--- src/rtl/cache_defs.sv ---
// Shared cache definitions.
// Holds the refill controller state encoding so that the controller and any
// checker bound to its debug state output agree on the same values.
package cache_defs;

  typedef enum logic [1:0] {
    IDLE   = 2'd0,
    REFILL = 2'd1,
    DRAIN  = 2'd2
  } type_icache_refill_states_e;

endpackage

--- src/rtl/sat_counter.sv ---
// Saturating up-counter.
// Counts increment pulses and sticks at all-ones instead of wrapping.
// Ports:
//   clk_i  - clock, rising edge
//   rst_ni - synchronous active-low reset, clears the count
//   inc_i  - increment by one this cycle (ignored once saturated)
//   clr_i  - synchronous clear, has priority over inc_i
//   cnt_o  - current count
module sat_counter #(
  parameter int W = 16
) (
  input  logic         clk_i,
  input  logic         rst_ni,
  input  logic         inc_i,
  input  logic         clr_i,
  output logic [W-1:0] cnt_o
);

  logic [W-1:0] r_cnt;

  always_ff @(posedge clk_i) begin
    if (!rst_ni || clr_i) begin
      r_cnt <= '0;
    end else if (inc_i && (r_cnt != {W{1'b1}})) begin
      r_cnt <= r_cnt + 1'b1;
    end
  end

  assign cnt_o = r_cnt;

endmodule

--- src/rtl/icache_refill_ctrl.sv ---
// Instruction cache refill controller.
// Acknowledges fetch hits one cycle later and, on a miss, requests a full
// line from memory, writing each delivered beat into the data array and
// marking the line valid with the last beat. A fetch redirect (kill) or a
// move out of the cacheable region abandons the line: memory cannot abort,
// so the remaining beats are drained without being written.
//
// Handshake: icache2mem_req_o is a level request held from the miss until
// the last beat; each cycle with mem2icache_ack_i high delivers exactly one
// beat. There is no back-pressure on beats; acks outside a refill/drain are
// ignored.
//
// Ports:
//   clk_i, rst_ni          - clock, synchronous active-low reset
//   cache_hit_i            - tag match for the current fetch address
//   imem_sel_i             - fetch address is cacheable
//   if2icache_req_i        - fetch request
//   if2icache_req_kill_i   - fetch redirect, abandon the current miss
//   icache2if_ack_o        - registered fetch acknowledge
//   cache_wr_o             - write the current beat into the data array
//   cache_beat_idx_o       - word index of the beat being written
//   cache_line_valid_o     - set line valid (only with the last beat write)
//   mem2icache_ack_i       - one memory beat delivered this cycle
//   icache2mem_req_o       - line read request to memory
//   busy_o                 - controller not idle
//   miss_cnt_o, kill_cnt_o - saturating refill-started / refill-killed counts
//   dbg_state_o            - current FSM state (cache_defs encoding)
module icache_refill_ctrl
  import cache_defs::*;
#(
  parameter int BEATS = 4,
  parameter int CNT_W = 16
) (
  input  logic                     clk_i,
  input  logic                     rst_ni,
  input  logic                     cache_hit_i,
  input  logic                     imem_sel_i,
  input  logic                     if2icache_req_i,
  input  logic                     if2icache_req_kill_i,
  output logic                     icache2if_ack_o,
  output logic                     cache_wr_o,
  output logic [$clog2(BEATS)-1:0] cache_beat_idx_o,
  output logic                     cache_line_valid_o,
  input  logic                     mem2icache_ack_i,
  output logic                     icache2mem_req_o,
  output logic                     busy_o,
  output logic [CNT_W-1:0]         miss_cnt_o,
  output logic [CNT_W-1:0]         kill_cnt_o,
  output logic [1:0]               dbg_state_o
);

  localparam int IDX_W = $clog2(BEATS);

  type_icache_refill_states_e r_state, w_state_nxt;
  logic [IDX_W-1:0] r_cnt, w_cnt_nxt;
  logic             r_ack;

  logic w_hit, w_miss, w_abandon, w_last;
  logic w_mem_req, w_wr, w_line_valid, w_miss_inc, w_kill_inc;

  assign w_hit     = if2icache_req_i & imem_sel_i & cache_hit_i;
  assign w_miss    = if2icache_req_i & imem_sel_i & ~cache_hit_i;
  assign w_abandon = if2icache_req_kill_i | ~imem_sel_i;
  assign w_last    = (r_cnt == IDX_W'(BEATS - 1));

  always_comb begin
    w_state_nxt  = r_state;
    w_cnt_nxt    = r_cnt;
    w_mem_req    = 1'b0;
    w_wr         = 1'b0;
    w_line_valid = 1'b0;
    w_miss_inc   = 1'b0;
    w_kill_inc   = 1'b0;

    case (r_state)
      IDLE: begin
        if (w_miss && !if2icache_req_kill_i) begin
          w_mem_req   = 1'b1;
          w_cnt_nxt   = '0;
          w_miss_inc  = 1'b1;
          w_state_nxt = REFILL;
        end
      end

      REFILL: begin
        w_mem_req = 1'b1;
        if (w_abandon) begin
          w_kill_inc  = 1'b1;
          w_state_nxt = DRAIN;
          // The beat arriving with the kill is consumed but not written.
          // If it was the last one the line is already complete on the
          // memory side, so there is nothing left to drain.
          if (mem2icache_ack_i) begin
            w_cnt_nxt = r_cnt + 1'b1;
            if (w_last) w_state_nxt = IDLE;
          end
        end else if (mem2icache_ack_i) begin
          w_wr      = 1'b1;
          w_cnt_nxt = r_cnt + 1'b1;
          if (w_last) begin
            w_line_valid = 1'b1;
            w_state_nxt  = IDLE;
          end
        end
      end

      DRAIN: begin
        // Kill / select changes are deliberately ignored here: the memory
        // keeps delivering until the line is done.
        w_mem_req = 1'b1;
        if (mem2icache_ack_i) begin
          w_cnt_nxt = r_cnt + 1'b1;
          if (w_last) w_state_nxt = IDLE;
        end
      end

      default: w_state_nxt = IDLE;
    endcase

    // Combinational outputs are forced quiet while reset is held so a
    // refill interrupted by reset can never mark a line valid.
    if (!rst_ni) begin
      w_state_nxt  = IDLE;
      w_cnt_nxt    = '0;
      w_mem_req    = 1'b0;
      w_wr         = 1'b0;
      w_line_valid = 1'b0;
      w_miss_inc   = 1'b0;
      w_kill_inc   = 1'b0;
    end
  end

  always_ff @(posedge clk_i) begin
    if (!rst_ni) begin
      r_state <= IDLE;
      r_cnt   <= '0;
      r_ack   <= 1'b0;
    end else begin
      r_state <= w_state_nxt;
      r_cnt   <= w_cnt_nxt;
      // Hits are only acknowledged from IDLE, so the ack is low for every
      // cycle spent in REFILL or DRAIN.
      r_ack   <= (r_state == IDLE) & w_hit;
    end
  end

  sat_counter #(.W(CNT_W)) u_miss_cnt (
    .clk_i  (clk_i),
    .rst_ni (rst_ni),
    .inc_i  (w_miss_inc),
    .clr_i  (1'b0),
    .cnt_o  (miss_cnt_o)
  );

  sat_counter #(.W(CNT_W)) u_kill_cnt (
    .clk_i  (clk_i),
    .rst_ni (rst_ni),
    .inc_i  (w_kill_inc),
    .clr_i  (1'b0),
    .cnt_o  (kill_cnt_o)
  );

  assign icache2if_ack_o    = r_ack;
  assign icache2mem_req_o   = w_mem_req;
  assign cache_wr_o         = w_wr;
  assign cache_beat_idx_o   = w_wr ? r_cnt : '0;
  assign cache_line_valid_o = w_line_valid;
  assign busy_o             = rst_ni & (r_state != IDLE);
  assign dbg_state_o        = r_state;

endmodule

--- config.mk ---
export PLATFORM = sky130hd
export DESIGN_NAME = icache_refill_ctrl
export DESIGN_NICKNAME = d
export VERILOG_FILES = /design/src/rtl/cache_defs.sv /design/src/rtl/sat_counter.sv /design/src/rtl/icache_refill_ctrl.sv
export SDC_FILE = /design/constraint.sdc
export NUM_CORES = 1
export LEC_CHECK = 0
export ABC_AREA = 1
export BUFFER_PORTS_ARGS = -buffer_cell sky130_fd_sc_hd__buf_2
export CAP_MARGIN = 15
export CORE_ASPECT_RATIO = 1.25
export CORE_UTILIZATION = 46
export DETAILED_ROUTE_END_ITERATION = 10
export GPL_ROUTABILITY_DRIVEN = 0
export HOLD_SLACK_MARGIN = 0.05
export PLACE_DENSITY = 0.69
export RECOVER_POWER = 25
export SYNTH_ARGS = -nofsm -noshare
export SYNTH_HDL_FRONTEND = slang
export SYNTH_SLANG_ARGS = --single-unit
--- constraint.sdc ---
create_clock -name clk_i -period 1.7 [get_ports clk_i]
set_input_delay 0.34 -clock clk_i [delete_from_list [all_inputs] [get_ports clk_i]]
set_output_delay 0.34 -clock clk_i [all_outputs]
set_load 0.01 [all_outputs]
* Yosys cells after proc, flatten, opt, wreduce, memory -nomap -nowiden *
Index checks and enable logic that the tools add are counted.

cells by class
  muxes and demuxes = 28
  reduce and logical (&&, ||, !) cells = 9
  eq/ne operators = 7
  add/subtract/negate cells = 3
  bitwise gates (word level) = 8

operators with widths
  kind                                                                     count
  16-bit by 1-bit adder with 16-bit output, second input constant          2
  16-bit inequality test, second input constant                            2
  2-bit 2-to-1 mux                                                         9
  1-bit 2-to-1 mux                                                         16
  2-bit one-hot mux with 3 select lines                                    1
  1-bit AND                                                                5
  2-bit equality test, second input constant                               2
  2-bit one-hot mux with 2 select lines                                    1
  2-bit nonzero test                                                       2
  1-bit logical AND                                                        3
  3-bit AND reduction                                                      1
  2-bit by 1-bit adder with 2-bit output, second input constant            1
  2-bit by 1-bit equality test with 1-bit output, second input constant    1
  2-bit zero test                                                          1
  2-bit by 1-bit inequality test with 1-bit output, second input constant  1
  2-bit inequality test, second input constant                             1
  1-bit NOT                                                                2
  1-bit one-hot mux with 2 select lines                                    1
  2-bit OR reduction                                                       1
  1-bit zero test                                                          1
  1-bit OR                                                                 1

word-level totals
  flip-flop bits (word level) = 37
  output and inout bits = 41
  word-level logic and storage cells = 60
  input port bits = 7

* Longest topological paths before layout *
  word-level depth = 7
  gate-level depth with buffers = 10
  gate-level depth less buffers = 9

* By module *
A second synthesis with hierarchy kept.

second synthesis, totals
  cells, all modules = 357
  area total of the unflattened synthesis = 2348.5 um^2

by module, submodules not included
  module              instances  cells each  seq. area each (um^2)  area each (um^2)
  sat_counter         2          145         320.3                  962.2
  icache_refill_ctrl  1          67          100.1                  424.2

* Worst setup path before layout *
OpenSTA, ideal clock, no wires.

  kind = register -> register
  from = register u_kill_cnt.r_cnt[0] (netlist: u_kill_cnt.cnt_o[0])
  to = register u_kill_cnt.r_cnt[11] (netlist: u_kill_cnt.cnt_o[11])
  library setup time = 140 ps
  arrival time = 1527 ps
  period minus slack after synthesis = 1667 ps
  path buffers = 1
  required time = 1560 ps
  stages on the path, launching flop included = 10
  setup slack = 33 ps
  cells stage by stage = dfxtp_1 > ha_1 > inv_1 > nor2_2 > nand2_2 > o21ai_4 > inv_2 > buf_4 > nand2_1 > a21oi_1

on the way
  cells in the longest elaborated chain, start to end = 2
  elaborated cells on any way between the ends = 3
  classes of those cells = add/sub (1); eq/ne (1); reduce/logical (1)

RTL lines
  element                                                                           RTL line           text
  from (decl)                                                                       sat_counter.sv:19  logic [W-1:0] r_cnt;
  from (signal assigned)                                                            sat_counter.sv:25  r_cnt <= r_cnt + 1'b1;
  branches (longest 2 deep; another with 16-bit by 1-bit adder with 16-bit output)  -

Several ways; the timed one is not identified.
A chain may end at the register's enable or synchronous reset.

* Final worst setup path *
  from = register r_state[1] (netlist: dbg_state_o[1])
  to = output cache_line_valid_o

on the way
  cells in the longest elaborated chain, start to end = 3

RTL lines
  element                                         RTL line                   text
  from (decl)                                     icache_refill_ctrl.sv:54   type_icache_refill_states_e r_state, w_state_nxt;
  from (signal assigned)                          icache_refill_ctrl.sv:139  r_state <= w_state_nxt;
  2-bit by 1-bit equality test with 1-bit output  icache_refill_ctrl.sv:75   case (r_state)
  1-bit 2-to-1 mux                                icache_refill_ctrl.sv:75
  1-bit 2-to-1 mux                                icache_refill_ctrl.sv:122  if (!rst_ni) begin
  to (decl)                                       icache_refill_ctrl.sv:43   output logic cache_line_valid_o,

No other way between the ends.

==> impl_metrics.env <==
export IMPL_drv_cap=0
export IMPL_r2r_start="u_miss_cnt.cnt_o[1]"
export IMPL_syn_to_final_growth_pct=27.13
export IMPL_fin_crit_ns=1.699
export IMPL_numPortBuffers=47
export IMPL_grt_max_degree=19
export IMPL_synth_edf_count=0
export IMPL_leakagePower_nw=1.217
export IMPL_wire_per_inst_um=11.86
export IMPL_fin_cells=495
export IMPL_place_ws_ns=0.09880
export IMPL_fp_coreArea_um2=4835
export IMPL_synth_nets=376
export IMPL_slew_headroom_pct=80.84
export IMPL_start_util_pct=48.84
export IMPL_die_area_um2=5425
export IMPL_cp_end_kind="output pin"
export IMPL_cts_max_level=2
export IMPL_cts_tree="yes"
export IMPL_setup_viol=0
export IMPL_skew_ns=0.01077
export IMPL_postCtsHoldBufs=0
export IMPL_synth_top_flop_cell="dfxtp_1"
export IMPL_grt_pass1_vias=2287
export IMPL_num_rows=28
export IMPL_min_delay_worst_endpoint="icache2if_ack_o"
export IMPL_cellPowerDensity_nw_per_um2=635.8
export IMPL_cts_root_buffer="clkbuf_8"
export IMPL_grt_use_total_pct=23.16
export IMPL_grt_pass1_wl_um=9687
export IMPL_placed_area_um2=2744
export IMPL_antenna_found_initial=0
export IMPL_post_route_cell_area_um2=3002
export IMPL_ys_ff_latch=37
export IMPL_irDropWorstVdd_v=0.0004570
export IMPL_cp_start_kind="flip-flop"
export IMPL_syn_area_um2=2361
export IMPL_layout_common_cells="126 x nand2_1, 38 x nor2_1, 35 x dfxtp_1"
export IMPL_postLayoutSetupSlackWorst_ns=0.0009511
export IMPL_grt_overflow_total=0
export IMPL_worst_hold_path_type="primary input to flip-flop"
export IMPL_synth_cells=362
export IMPL_clockBufferDepth=2
export IMPL_dr_pass1_iters=4
export IMPL_min_from="cache_hit_i"
export IMPL_worst_slew_pin_slew_ns=0.2864
export IMPL_die_w_um=66.08
export IMPL_max_freq_ghz=0.5886
export IMPL_yosysWarnings=0
export IMPL_reg2regPathDepth=9
export IMPL_rsz0062_at_grt="true"
export IMPL_yosysSeqAreaShare_pct=31.37
export IMPL_io_pins=48
export IMPL_drc=0
export IMPL_finalWirelength_um=5871
export IMPL_path_class="flip-flop to output pin"
export IMPL_numCtsBuffers=5
export IMPL_critPathArrivalTime_ns=1.36
export IMPL_regToRegSetupSlack_ns=0.13
export IMPL_clkTransAtPathRegs_ns=0.08
export IMPL_r2r_end="u_miss_cnt.cnt_o[8]"
export IMPL_via_per_inst=5.004
export IMPL_clkSinkCount=37
export IMPL_diodes=0
export IMPL_hold_depth=3
export IMPL_drt_iter0_drc=116
export IMPL_dpl_hpwl_um=4167
export IMPL_final_common_cell="nand2_1"
export IMPL_drive_gt1_share_pct=24.60
export IMPL_crit_path_max_fanout=4
export IMPL_cp_required_ns=1.36
export IMPL_clock_latency_ns=0.30
export IMPL_ant_nets=0
export IMPL_avgSynthCellArea_um2=6.522
export IMPL_run_status="completed"
export IMPL_nets=448
export IMPL_final_hold_viol_count=0
export IMPL_maxSlewViolCount=0
export IMPL_async_flop_share_pct=0
export IMPL_die_h_um=82.10
export IMPL_fin_crit_sh_pct=99.94
export IMPL_ys_types=30
export IMPL_vias=2477
export IMPL_dp_cells=479
## critical path: stages, from the launching register on
cell     delay (ns)
dfxtp_4        0.36
inv_4          0.07
ha_4           0.15
inv_6          0.04
nor4_2         0.26
buf_2          0.19
## metal layers
layer	share of wire [%]	vias up	GRT usage (%)
met5	0	-	0
met3	2.7	11	4.945
met2	52	48	41.02
met1	44	1122	25.73
met4	1.7	0	12.34
li1	-	1296	-
## report_power, final
| group | leakage (nW) | total, mW | internal (mW) | switching [mW] |
|---|---|---|---|---|
| Sequential | 0.300 | 0.873 | 0.869 | 0.00428 |
| Clock | 0.0681 | 0.919 | 0.583 | 0.336 |
| Combinational | 0.849 | 0.116 | 0.0439 | 0.0722 |
## worst max-delay path by stage
stage,startpoint,to,slack [ns],cells after the start
2_1_floorplan,u_kill_cnt.cnt_o[0],u_kill_cnt.cnt_o[11],0.03,9
3_3_place_gp,dbg_state_o[1],icache2mem_req_o,0.15,5
3_5_place_dp,dbg_state_o[1],u_kill_cnt.cnt_o[3],0.1,8
4_1_cts,r_cnt[1],cache_line_valid_o,0.01,4
5_1_grt,dbg_state_o[1],cache_beat_idx_o[0],-0.06,7
6_report,dbg_state_o[1],cache_line_valid_o,0.001,5
## cell usage after synthesis, types with 2 or more instances
| library cell | n | area [um2] |
|---|---|---|
| inv_2 | 3 | 11.26 |
| a21oi_1 | 23 | 115.1 |
| nand2_4 | 2 | 22.52 |
| nand3_1 | 18 | 90.09 |
| nand2_1 | 126 | 473.0 |
| nor2_2 | 3 | 18.77 |
| a21oi_2 | 7 | 61.31 |
| buf_4 | 2 | 15.01 |
| ha_1 | 7 | 87.58 |
| nor2_4 | 3 | 33.78 |
| xor2_1 | 6 | 52.55 |
| nor4_1 | 2 | 12.51 |
| nand4_1 | 8 | 50.05 |
| o21ai_0 | 13 | 65.06 |
| dfxtp_1 | 37 | 740.7 |
| inv_1 | 35 | 131.4 |
| nor2_1 | 39 | 146.4 |
| xnor2_1 | 8 | 70.07 |
| clkbuf_1 | 3 | 11.26 |
| nand2_2 | 7 | 43.79 |
## sequential cells by signal (all words and copies together) (netlist names)
| name | cells |
|---|---|
| u_miss_cnt.cnt_o | 16 |
| icache2if_ack_o | 1 |
| r_cnt | 2 |
| u_kill_cnt.cnt_o | 16 |
| dbg_state_o | 2 |
## through the flow
step,util [%],power [mW],hold WS (ns),TNS (ns)
after CTS,61.26,1.919,0.3063,0
after floorplan,-,0.9561,0.4607,0
after global routing,62.09,1.987,0.3007,-0.1558
after global placement,56.75,0.9899,0.4803,0
final,62.09,1.908,0.3080,0
after detailed placement,56.75,0.9908,0.4859,0
## cell type report
type                    instances  area, um2
clock buffers                   5      68.82
clock inverters                 3      65.06
fillers                       454       1833
inverters                      38      155.1
multi-input cells             279       1478
flip-flops and latches         37      748.2
well taps                      60      75.07
repair buffers                 73      411.6
## kinds of logic after synthesis
family | count (synthesis) | synth area share [%]
flip-flops | 37 | 31.37
adder cells (fa/ha/maj) | 7 | 3.709
XOR/XNOR | 14 | 5.194
AND/OR/NAND/NOR | 211 | 39.06
buffers and inverters | 46 | 8.691
AO/OA/AOI/OAI | 47 | 11.98
## repair_timing
| action | in CTS | in global routing |
|---|---|---|
| pin swaps | 5 | 4 |
| endpoints found under the setup margin | 5 | 22 |
| gates resized for setup | 17 | 9 |
| buffers inserted | 3 | 5 |
No activity file was read; power rests on OpenSTA's default activity.
